[src/rtl/nq_pipe_pkg.sv]
// Shared encodings for the NanoQuarter pipeline sequencer.
package nq_pipe_pkg;

  localparam int REG_AW_DEF = 3;

  typedef enum logic [1:0] {
    RUN      = 2'd0,
    LU_STALL = 2'd1,
    MEM_WAIT = 2'd2,
    FLUSH    = 2'd3
  } state_e;

  localparam logic [1:0] PCSEL_SEQ = 2'd0;
  localparam logic [1:0] PCSEL_JMP = 2'd1;
  localparam logic [1:0] PCSEL_BR  = 2'd2;

endpackage

[src/rtl/hazard_detect.sv]
// Combinational hazard terms gathered from decode, execute and memory stages.
module hazard_detect #(
  parameter int REG_AW = 3
) (
  input  logic [REG_AW-1:0] id_rs,
  input  logic [REG_AW-1:0] id_rt,
  input  logic              id_use_rs,
  input  logic              id_use_rt,
  input  logic [REG_AW-1:0] ex_rd,
  input  logic              ex_memread,
  input  logic              ex_jmp,
  input  logic              ex_bne_taken,
  input  logic              mem_req,
  input  logic              mem_ready,
  output logic              loaduse_o,
  output logic              redirect_o,
  output logic              memwait_o
);

  assign memwait_o  = mem_req & ~mem_ready;
  assign redirect_o = ex_jmp | ex_bne_taken;
  assign loaduse_o  = ex_memread & ((id_use_rs & (id_rs == ex_rd)) |
                                    (id_use_rt & (id_rt == ex_rd)));

endmodule

[src/rtl/pipe_hazard_ctrl.sv]
// Pipeline sequencer: PC/decode-execute register controls, next-PC select,
// load-use stalls, redirect flushes and multi-cycle memory waits.
module pipe_hazard_ctrl
  import nq_pipe_pkg::*;
#(
  parameter int REG_AW      = REG_AW_DEF,
  parameter int FLUSH_DEPTH = 2,
  parameter int MEM_TIMEOUT = 255
) (
  input  logic              clk,
  input  logic              rst,
  input  logic [REG_AW-1:0] id_rs,
  input  logic [REG_AW-1:0] id_rt,
  input  logic              id_use_rs,
  input  logic              id_use_rt,
  input  logic [REG_AW-1:0] ex_rd,
  input  logic              ex_memread,
  input  logic              ex_jmp,
  input  logic              ex_bne_taken,
  input  logic              mem_req,
  input  logic              mem_ready,
  output logic              pc_en,
  output logic              s1_en,
  output logic              s1_flush,
  output logic [1:0]        pc_sel,
  output logic [15:0]       stall_cnt,
  output logic              mem_err,
  output logic [1:0]        state_o
);

  logic loaduse, redirect, memwait;

  hazard_detect #(.REG_AW(REG_AW)) u_hd (
    .id_rs        (id_rs),
    .id_rt        (id_rt),
    .id_use_rs    (id_use_rs),
    .id_use_rt    (id_use_rt),
    .ex_rd        (ex_rd),
    .ex_memread   (ex_memread),
    .ex_jmp       (ex_jmp),
    .ex_bne_taken (ex_bne_taken),
    .mem_req      (mem_req),
    .mem_ready    (mem_ready),
    .loaduse_o    (loaduse),
    .redirect_o   (redirect),
    .memwait_o    (memwait)
  );

  state_e      state_q, state_d;
  logic [3:0]  fcnt_q, fcnt_d;
  logic [7:0]  wcnt_q, wcnt_d;
  logic [15:0] stall_q;
  logic        merr_q, merr_d;
  logic        pc_en_c, s1_en_c, s1_flush_c;
  logic [1:0]  pc_sel_c;

  always_comb begin
    state_d    = state_q;
    fcnt_d     = fcnt_q;
    wcnt_d     = wcnt_q;
    merr_d     = merr_q;
    pc_en_c    = 1'b1;
    s1_en_c    = 1'b1;
    s1_flush_c = 1'b0;
    pc_sel_c   = PCSEL_SEQ;
    if (state_q == MEM_WAIT) begin
      pc_en_c = 1'b0;
      s1_en_c = 1'b0;
      if (mem_ready) begin
        state_d = RUN;
      end else if (wcnt_q == 8'(MEM_TIMEOUT)) begin
        merr_d  = 1'b1;
        state_d = RUN;
      end else begin
        wcnt_d = wcnt_q + 8'd1;
      end
    end else if (memwait) begin
      // A stalled memory stage freezes everything, abandoning any flush/stall.
      pc_en_c = 1'b0;
      s1_en_c = 1'b0;
      state_d = MEM_WAIT;
      wcnt_d  = 8'd1;
    end else begin
      case (state_q)
        FLUSH: begin
          // Execute holds a bubble here, so a redirect cannot be genuine.
          s1_flush_c = 1'b1;
          if (fcnt_q <= 4'd1) state_d = RUN;
          else                fcnt_d  = fcnt_q - 4'd1;
        end
        LU_STALL: state_d = RUN;
        default: begin
          if (redirect) begin
            s1_flush_c = 1'b1;
            pc_sel_c   = ex_jmp ? PCSEL_JMP : PCSEL_BR;
            if (FLUSH_DEPTH > 1) begin
              state_d = FLUSH;
              fcnt_d  = 4'(FLUSH_DEPTH - 1);
            end
          end else if (loaduse) begin
            pc_en_c    = 1'b0;
            s1_flush_c = 1'b1;
            state_d    = LU_STALL;
          end
        end
      endcase
    end
  end

  always_ff @(posedge clk) begin
    if (rst) begin
      state_q <= RUN;
      fcnt_q  <= '0;
      wcnt_q  <= '0;
      stall_q <= '0;
      merr_q  <= 1'b0;
    end else begin
      state_q <= state_d;
      fcnt_q  <= fcnt_d;
      wcnt_q  <= wcnt_d;
      merr_q  <= merr_d;
      if (!pc_en_c && stall_q != 16'hFFFF) stall_q <= stall_q + 16'd1;
    end
  end

  assign pc_en     = rst ? 1'b0 : pc_en_c;
  assign s1_en     = rst ? 1'b0 : s1_en_c;
  assign s1_flush  = rst ? 1'b1 : s1_flush_c;
  assign pc_sel    = rst ? PCSEL_SEQ : pc_sel_c;
  assign stall_cnt = stall_q;
  assign mem_err   = merr_q;
  assign state_o   = state_q;

endmodule

[config.mk]
export PLATFORM = sky130hd
export DESIGN_NAME = pipe_hazard_ctrl
export DESIGN_NICKNAME = d
export VERILOG_FILES = /design/src/rtl/nq_pipe_pkg.sv /design/src/rtl/hazard_detect.sv /design/src/rtl/pipe_hazard_ctrl.sv
export SDC_FILE = /design/constraint.sdc
export NUM_CORES = 1
export LEC_CHECK = 0
export BUFFER_PORTS_ARGS = -buffer_cell sky130_fd_sc_hd__buf_2
export CORE_MARGIN = 2
export CORE_UTILIZATION = 57
export CTS_CLUSTER_DIAMETER = 200
export CTS_CLUSTER_SIZE = 10
export DETAILED_ROUTE_END_ITERATION = 8
export GPL_TIMING_DRIVEN = 1
export PLACE_DENSITY = 0.85
export REMOVE_ABC_BUFFERS = 1
export SLEW_MARGIN = 20
export SYNTH_ARGS = -nofsm -noshare
export SYNTH_HDL_FRONTEND = slang
export SYNTH_HIERARCHICAL = 1
export SYNTH_SLANG_ARGS = --single-unit
export TNS_END_PERCENT = 5
[constraint.sdc]
create_clock -name clk -period 4.75 [get_ports clk]
set_input_delay 0.475 -clock clk [delete_from_list [all_inputs] [get_ports clk]]
set_output_delay 0.475 -clock clk [all_outputs]
set_load 0.05 [all_outputs]
; Word level (Yosys, flattened, before mapping)
; Index checks and enable logic that the tools add are counted.
[word_totals]
elab_cells = 77
reg_bits = 31
input_bits = 18
output_inout_bits = 24
[classes]
n_lt_le_gt_ge = 1
n_bitwise = 10
reduce_logical = 10
n_eq_ne = 12
muxes = 36
addsub = 3
[op_table]
columns = operator, n
row1 = $mux 8, 4
row2 = $mux 2, 13
row3 = $add 16x1->16 const B, 1
row4 = $ne 16x16->1 const B, 1
row5 = $mux 1, 14
row6 = $reduce_and 3->1, 3
row7 = $add 8x1->8 const B, 1
row8 = $eq 8x8->1 const B, 1
row9 = $mux 4, 2
row10 = $pmux 4 s2, 1
row11 = $eq 3x3->1, 2
row12 = $ne 2x2->1 const B, 3
row13 = $reduce_bool 6->1, 1
row14 = $reduce_and 5->1, 1
row15 = $and 1x1->1, 4
row16 = $eq 2x2->1 const B, 2
row17 = $le 4x1->1 const B, 1
row18 = $ne 4x4->1 const B, 1
row19 = $not 1->1, 4
row20 = $pmux 2 s2, 1
row21 = $reduce_bool 2->1, 2
row22 = $sub 4x1->4 const B, 1
row23 = $ne 3x2->1 const B, 1
row24 = $eq 2x1->1 const B, 1
row25 = other kinds (5), 6

; Longest topological paths before layout
; Gate-level depths: netlist of run 1.
[logic_depth]
ltp_word = 11
depth_mapped = 9
mapped_depth_nobuf = 8

; Modules after synthesis
; Netlist of run 1, hierarchy kept.
[modules_own_cells]
columns = module, cells_each, area_each_um2, instances, seq_area_each_um2
row1 = pipe_hazard_ctrl, 190, 1617.8, 1, 620.6
row2 = hazard_detect, 11, 85.1, 1, 0.0

; Worst setup path after synthesis of run 1
; Ideal clock, no wire load.
[synth_path]
path_kind = reg2out
startpoint = register state_q[0], in the netlist state_o[0]
endpoint = output port pc_sel[1]
path_stages_with_launch = 5
slack_ps = 336
arrival_ps = 3939
t_required_ps = 4275
path_buffers = 1
path_cell_list = dfxtp_1 > buf_6 > nand2b_1 > nor3b_1 > nor4bb_1
[synth_between]
elab_chain_cells = 6
word_cells_on_any_way = 8
cone_classes = eq/ne: 3 / mux: 4 / reduce/logical: 1
[synth_lines]
columns = item, line_no
row1 = from (decl), pipe_hazard_ctrl.sv:49  ; state_e state_q, state_d;
row2 = from (signal assigned), pipe_hazard_ctrl.sv:118  ; state_q <= state_d;
row3 = $eq 2x1->1 or $eq 2x2->1 (tied branches), pipe_hazard_ctrl.sv:84  ; case (state_q)
row4 = $reduce_or 2->1 (no source line), -
row5 = $mux 2, pipe_hazard_ctrl.sv:84
row6 = $mux 2, pipe_hazard_ctrl.sv:77  ; end else if (memwait) begin
row7 = $mux 2 (*), pipe_hazard_ctrl.sv:66  ; if (state_q == MEM_WAIT) begin
row8 = $mux 2 (*), pipe_hazard_ctrl.sv:129  ; assign pc_sel = rst ? PCSEL_SEQ : pc_sel_c;
row9 = to (decl), pipe_hazard_ctrl.sv:25  ; output logic [1:0] pc_sel,
; Mark *: on every way between the ends. The rest lies on a longest branch, timed or not.

; Worst setup path after layout of run 1
; Same ends and word-level chain as after synthesis.

==> flow_summary.json, run 1 <==
{
  "status": "finished with violations",
  "violations": "design-rule violations",
  "yosysTopAreaCell": "dfxtp_1",
  "num_antenna_cells": 0,
  "area_growth_syn_to_layout_pct": 17.8,
  "pin_count": 42,
  "switching_share": 0.299,
  "drc_errors": 6,
  "critPathKind": "reg2out",
  "period_needed_ns": 2.66,
  "fin_worst_skew_ns": 0.00622,
  "core_area_mm2": 0.00281,
  "synthCells": 201,
  "grt.overflow.total": 0,
  "synth.area.top_cells": "dfxtp_1 36%, xnor2_1 7.7%, nor2_1 6.0%",
  "fmax_ghz": 0.375,
  "yosys_warnings": 6,
  "finalHoldViolCount": 0,
  "clk_latency_ns": 0.34,
  "p_switching_uw": 186,
  "drt-wirelength-per-cell_um": 12.6,
  "max_slew_margin": 0.364,
  "synth-edff-count": 0,
  "synth_ff_type": "dfxtp_1",
  "ys_top_cells_by_count": "31 x dfxtp_1, 27 x nor2_1, 17 x nand2_1",
  "nFillCells": 225,
  "grt_start_max_net_pins": 24,
  "ir_drop_uv": 157,
  "p_seq_frac": 0.454,
  "ff2ff_path_depth": 7,
  "avgSynthCellArea_um2": 8.47,
  "hold_class": "reg2reg",
  "p_int_uw": 436,
  "track_usage": 0.229,
  "ys_seq_elements": 31,
  "hold_depth": 2,
  "synth_area_mm2": 0.00170,
  "drtAntennaViolNets": 0,
  "grt_pass1_vias": 1407,
  "cts_buffers": 5,
  "yosysUniqueCellTypes": 47,
  "p_leak_uw": 0.000830,
  "dieWidth_um": 58.7,
  "vias": 1585,
  "cts-root-buf": "clkbuf_4",
  "routed_via_density": 5.74,
  "ff2ff_setup_slack_ns": 2.92,
  "comb_power_share": 0.188,
  "critical_path.max_fanout": 11,
  "start_kind": "flop",
  "tns_ns": 0,
  "tightest_slew_ns": 0.952,
  "antenna_found_initial": 0,
  "drt-total-wl_um": 3490,
  "io_buffers": 41,
  "p_per_area_mw_per_mm2": 310,
  "worst_ep_required_time_ns": 4.28,
  "grt_pass1_wl_um": 6070,
  "cts.repair.resized": 0,
  "fin_crit_sh": 0.561,
  "dr.pass1.iters": 6,
  "final_nets": 266,
  "ctsHoldBuffers": 0,
  "clkTransAtPathRegs_ns": 0.10,
  "cts_buffer_depth": 2,
  "dieArea_mm2": 0.00344,
  "cts_tree": "yes",
  "synthMostInstantiatedCell": "dfxtp_1",
  "endpoint_kind": "output port",
  "drtIter0Drc": 78,
  "drv_slew": 0,
  "stdcell_count": 276,
  "cap_violations": 0,
  "dp.cells": 268,
  "htreeDepth": 2,
  "finalPower_uw": 622,
  "rows": 19,
  "synth_top_area_frac": 0.364,
  "rsz0062_at_grt": "false",
  "worstPathArrival_ns": 2.19,
  "detailed_place_hpwl_um": 2520,
  "initial_utilization": 0.607,
  "cts_sinks": 31,
  "die_h_um": 58.7,
  "place_congestion": 0.758,
  "synth-async-reset-ratio": 0,
  "yosysSeqAreaShare": 0.364,
  "layout-drive-gt1-share": 0.237,
  "clockPowerShare": 0.358,
  "cts_setup_buffers": 0,
  "setup_viol": 0
}
-- per-layer routing --
| layer | share of wire | up-vias | wire length, um | GRT usage |
|---|---|---|---|---|
| li1 | - | 803 | - | - |
| met1 | 0.46 | 733 | 1600 | 0.279 |
| met2 | 0.46 | 41 | 1600 | 0.380 |
| met3 | 0.063 | 8 | 218 | 0.0571 |
| met4 | 0.020 | 0 | 71 | 0.107 |
| met5 | 0 | - | 0 | 0 |
-- flip-flops by register name, indices dropped and copies added, names as in the netlist --
| name | cells |
|---|---|
| fcnt_q | 4 |
| mem_err | 1 |
| stall_cnt | 16 |
| state_o | 2 |
| wcnt_q | 8 |
-- power by group through the flow --
stage	registers [uW]	logic, uW	clock network (uW)
2_1_floorplan	303	71.6	0
3_3_place_gp	288	115	0
3_5_place_dp	288	117	0
4_1_cts	282	118	225
5_1_grt	285	128	233
6_report	282	117	223
-- critical path, stage by stage (launching register included) --
cell and delay, ns:
dfxtp_1 0.57, nand2b_1 0.21, nor3b_1 0.40, nor4bb_1 0.36, buf_2 0.32
-- layout by cell type (no fill, tap or decap), types with 2 or more instances in the layout --
cell,count
xnor2_1,15
or4_1,3
a211oi_1,4
ha_1,4
buf_2,41
nor2_1,27
xor2_1,7
dfxtp_1,31
and4_1,3
o21ai_0,5
and3_1,5
or3_1,4
nor3_1,3
nor4_1,2
o31ai_1,3
inv_1,4
nand2_1,17
o21a_1,2
and2_1,2
a21oi_1,11
clkbuf_4,5
a21o_1,3
nand3_1,11
nand4_1,8
-- worst paths after layout --
check                                  to        from
worst max-delay path            pc_sel[1]  state_o[0]
worst min-delay path              mem_err     mem_err
worst max register to register  fcnt_q[2]   fcnt_q[0]
worst min register to register    mem_err     mem_err
-- metrics by stage --
stage	area (um^2)	worst slack, ns	utilization	hold WS (ns)
floorplan	1680	0.317	-	0.459
global placement	1920	2.27	0.684	0.447
detailed placement	1920	2.24	0.684	0.457
CTS	2010	2.09	0.715	0.490
global route	2010	1.92	0.715	0.520
finish	2010	2.09	0.715	0.480
-- kinds of logic (layout without fill, tap and decap cells) --
logic type,after synthesis,in the layout,synth area share
XOR/XNOR,22,22,0.113
AND/OR/NAND/NOR,99,99,0.326
AO/OA/AOI/OAI,35,35,0.137
buffers and inverters,9,53,0.0250
adder cells (fa/ha/maj),4,4,0.0294
flip-flops,31,31,0.364
multiplexers,1,1,0.00588
-- area by class of cell --
class | count | area [um^2] | area share
Tap cell | 31 | 38.8 | 0.0193
Sequential cell | 31 | 621 | 0.309
Timing Repair Buffer | 41 | 205 | 0.102
Clock buffer | 6 | 51.3 | 0.0256
Multi-Input combinational cell | 161 | 1040 | 0.518
Inverter | 4 | 15.0 | 0.00749
Clock inverter | 2 | 35.0 | 0.0175
No activity file was read; power rests on OpenSTA's default activity.
==> inputs of run 2 (changes only) <==
--- a/config.mk
+++ b/config.mk
@@ -7,12 +7,12 @@
 export LEC_CHECK = 0
 export BUFFER_PORTS_ARGS = -buffer_cell sky130_fd_sc_hd__buf_2
 export CORE_MARGIN = 2
-export CORE_UTILIZATION = 57
+export CORE_UTILIZATION = 53
 export CTS_CLUSTER_DIAMETER = 200
 export CTS_CLUSTER_SIZE = 10
 export DETAILED_ROUTE_END_ITERATION = 8
 export GPL_TIMING_DRIVEN = 1
-export PLACE_DENSITY = 0.85
+export PLACE_DENSITY = 0.79
 export REMOVE_ABC_BUFFERS = 1
 export SLEW_MARGIN = 20
 export SYNTH_ARGS = -nofsm -noshare
==> constraint.sdc (replaced) <==
create_clock -name clk -period 2.5 [get_ports clk]
set_input_delay 0.25 -clock clk [delete_from_list [all_inputs] [get_ports clk]]
set_output_delay 0.25 -clock clk [all_outputs]
set_load 0.05 [all_outputs]
==> flow_summary.json, run 2 (same netlist as run 1, synthesis figures left out) <==
{
  "cts_setup_buffers": 0,
  "vias": 1564,
  "max_slew_margin": 0.699,
  "cts_buffer_depth": 2,
  "fin_hold_ws_ns": 0.285,
  "core_area_mm2": 0.00305,
  "track_usage": 0.199,
  "hold_depth": 4,
  "fmax_ghz": 0.474,
  "critPathKind": "reg2out",
  "setup_viol": 0,
  "final_cell_mix": "41 x buf_2, 31 x dfxtp_1, 27 x nor2_1",
  "detailed_place_hpwl_um": 2570,
  "ff2ff_path_depth": 6,
  "ctsHoldBuffers": 0,
  "drtIter0Drc": 82,
  "fin_crit_sh": 0.844,
  "drt-wirelength-per-cell_um": 11.8,
  "die_h_um": 60.7,
  "worstPathArrival_ns": 1.86,
  "layout_commonest_cell": "buf_2",
  "io_buffers": 41,
  "cts_tree": "yes",
  "endpoint_kind": "output port",
  "tightest_slew_ns": 0.450,
  "place_congestion": 0.789,
  "htreeDepth": 2,
  "p_per_area_mw_per_mm2": 572,
  "nFillCells": 281,
  "grt_pass1_wl_um": 5470,
  "p_leak_uw": 0.000845,
  "final_nets": 269,
  "num_antenna_cells": 0,
  "clkTransAtPathRegs_ns": 0.10,
  "clk_latency_ns": 0.33,
  "finalHoldViolCount": 0,
  "placed_cell_area_mm2": 0.00196,
  "cts-root-buf": "clkbuf_4",
  "fin_worst_skew_ns": 0.00831,
  "drc_errors": 0,
  "period_needed_ns": 2.11,
  "dieArea_mm2": 0.00368,
  "ir_drop_uv": 365,
  "drv_slew": 0,
  "cts_sinks": 31,
  "rows": 20,
  "routed_via_density": 5.36,
  "cts.repair.resized": 0,
  "final_area_mm2": 0.00204,
  "hold_class": "in2reg",
  "layout-drive-gt1-share": 0.246,
  "dieWidth_um": 60.7,
  "status": "finished clean",
  "critical_path.max_fanout": 8,
  "drt-total-wl_um": 3440,
  "cts_buffers": 5,
  "grt_start_max_net_pins": 24,
  "initial_utilization": 0.558,
  "area_growth_syn_to_layout_pct": 20.1,
  "pin_count": 42,
  "start_kind": "flop",
  "grt.overflow.total": 0,
  "worst_ep_required_time_ns": 2.25,
  "dr.pass1.iters": 4,
  "cap_violations": 0,
  "tns_ns": 0,
  "largest_reg_flops": 16,
  "antenna_found_initial": 0,
  "grt_pass1_vias": 1264,
  "drtAntennaViolNets": 0,
  "rsz0062_at_grt": "false"
}
## run 2: worst max-delay path: stages, from the launching register on
cell      delay, ns
dfxtp_1        0.40
nand2b_1       0.15
nor3b_1        0.39
nor4bb_1       0.30
buf_2          0.30
## run 2: metrics by stage
| step | instances | setup slack [ns] | total power [uW] | utilization |
|---|---|---|---|---|
| after floorplan | 196 | -1.71 | 711 | - |
| after global placement | 284 | 0.513 | 771 | 0.641 |
| after detailed placement | 284 | 0.482 | 775 | 0.641 |
| after CTS | 292 | 0.373 | 1180 | 0.670 |
| after global routing | 292 | 0.252 | 1230 | 0.670 |
| final | 292 | 0.389 | 1170 | 0.670 |
## run 2: per-layer routing
metal | GRT usage | wire (um) | vias up
met4 | 0.0652 | 36 | 0
li1 | - | - | 810
met3 | 0.0704 | 235 | 5
met1 | 0.264 | 1670 | 710
met2 | 0.303 | 1500 | 39
met5 | 0 | 0 | -
## run 2: area by class of cell
| type | count | area, um^2 | share of cell area |
|---|---|---|---|
| multi-input combinational | 161 | 1040 | 0.509 |
| sequential | 31 | 621 | 0.304 |
| timing repair buffer | 44 | 228 | 0.111 |
| tap | 44 | 55.1 | 0.0269 |
| clock buffer | 6 | 51.3 | 0.0251 |
| clock inverter | 2 | 35.0 | 0.0171 |
| inverter | 4 | 15.0 | 0.00734 |
## run 2: where the power goes
part           internal [uW]  leakage, uW  total [uW]  switching (uW)
Sequential               512     0.000251         532            20.3
Clock                    236    0.0000482         408             172
Combinational           84.1     0.000545         230             146
Total                    832     0.000845        1170             338
## run 2: worst paths after layout
path / start / endpoint / slack (ns)
worst max-delay path: state_o[1] / pc_sel[1] / 0.39
worst max register to register: stall_cnt[0] / stall_cnt[1] / 0.67
worst min register to register: mem_err / mem_err / 0.47
worst min-delay path: mem_ready / state_o[1] / 0.29
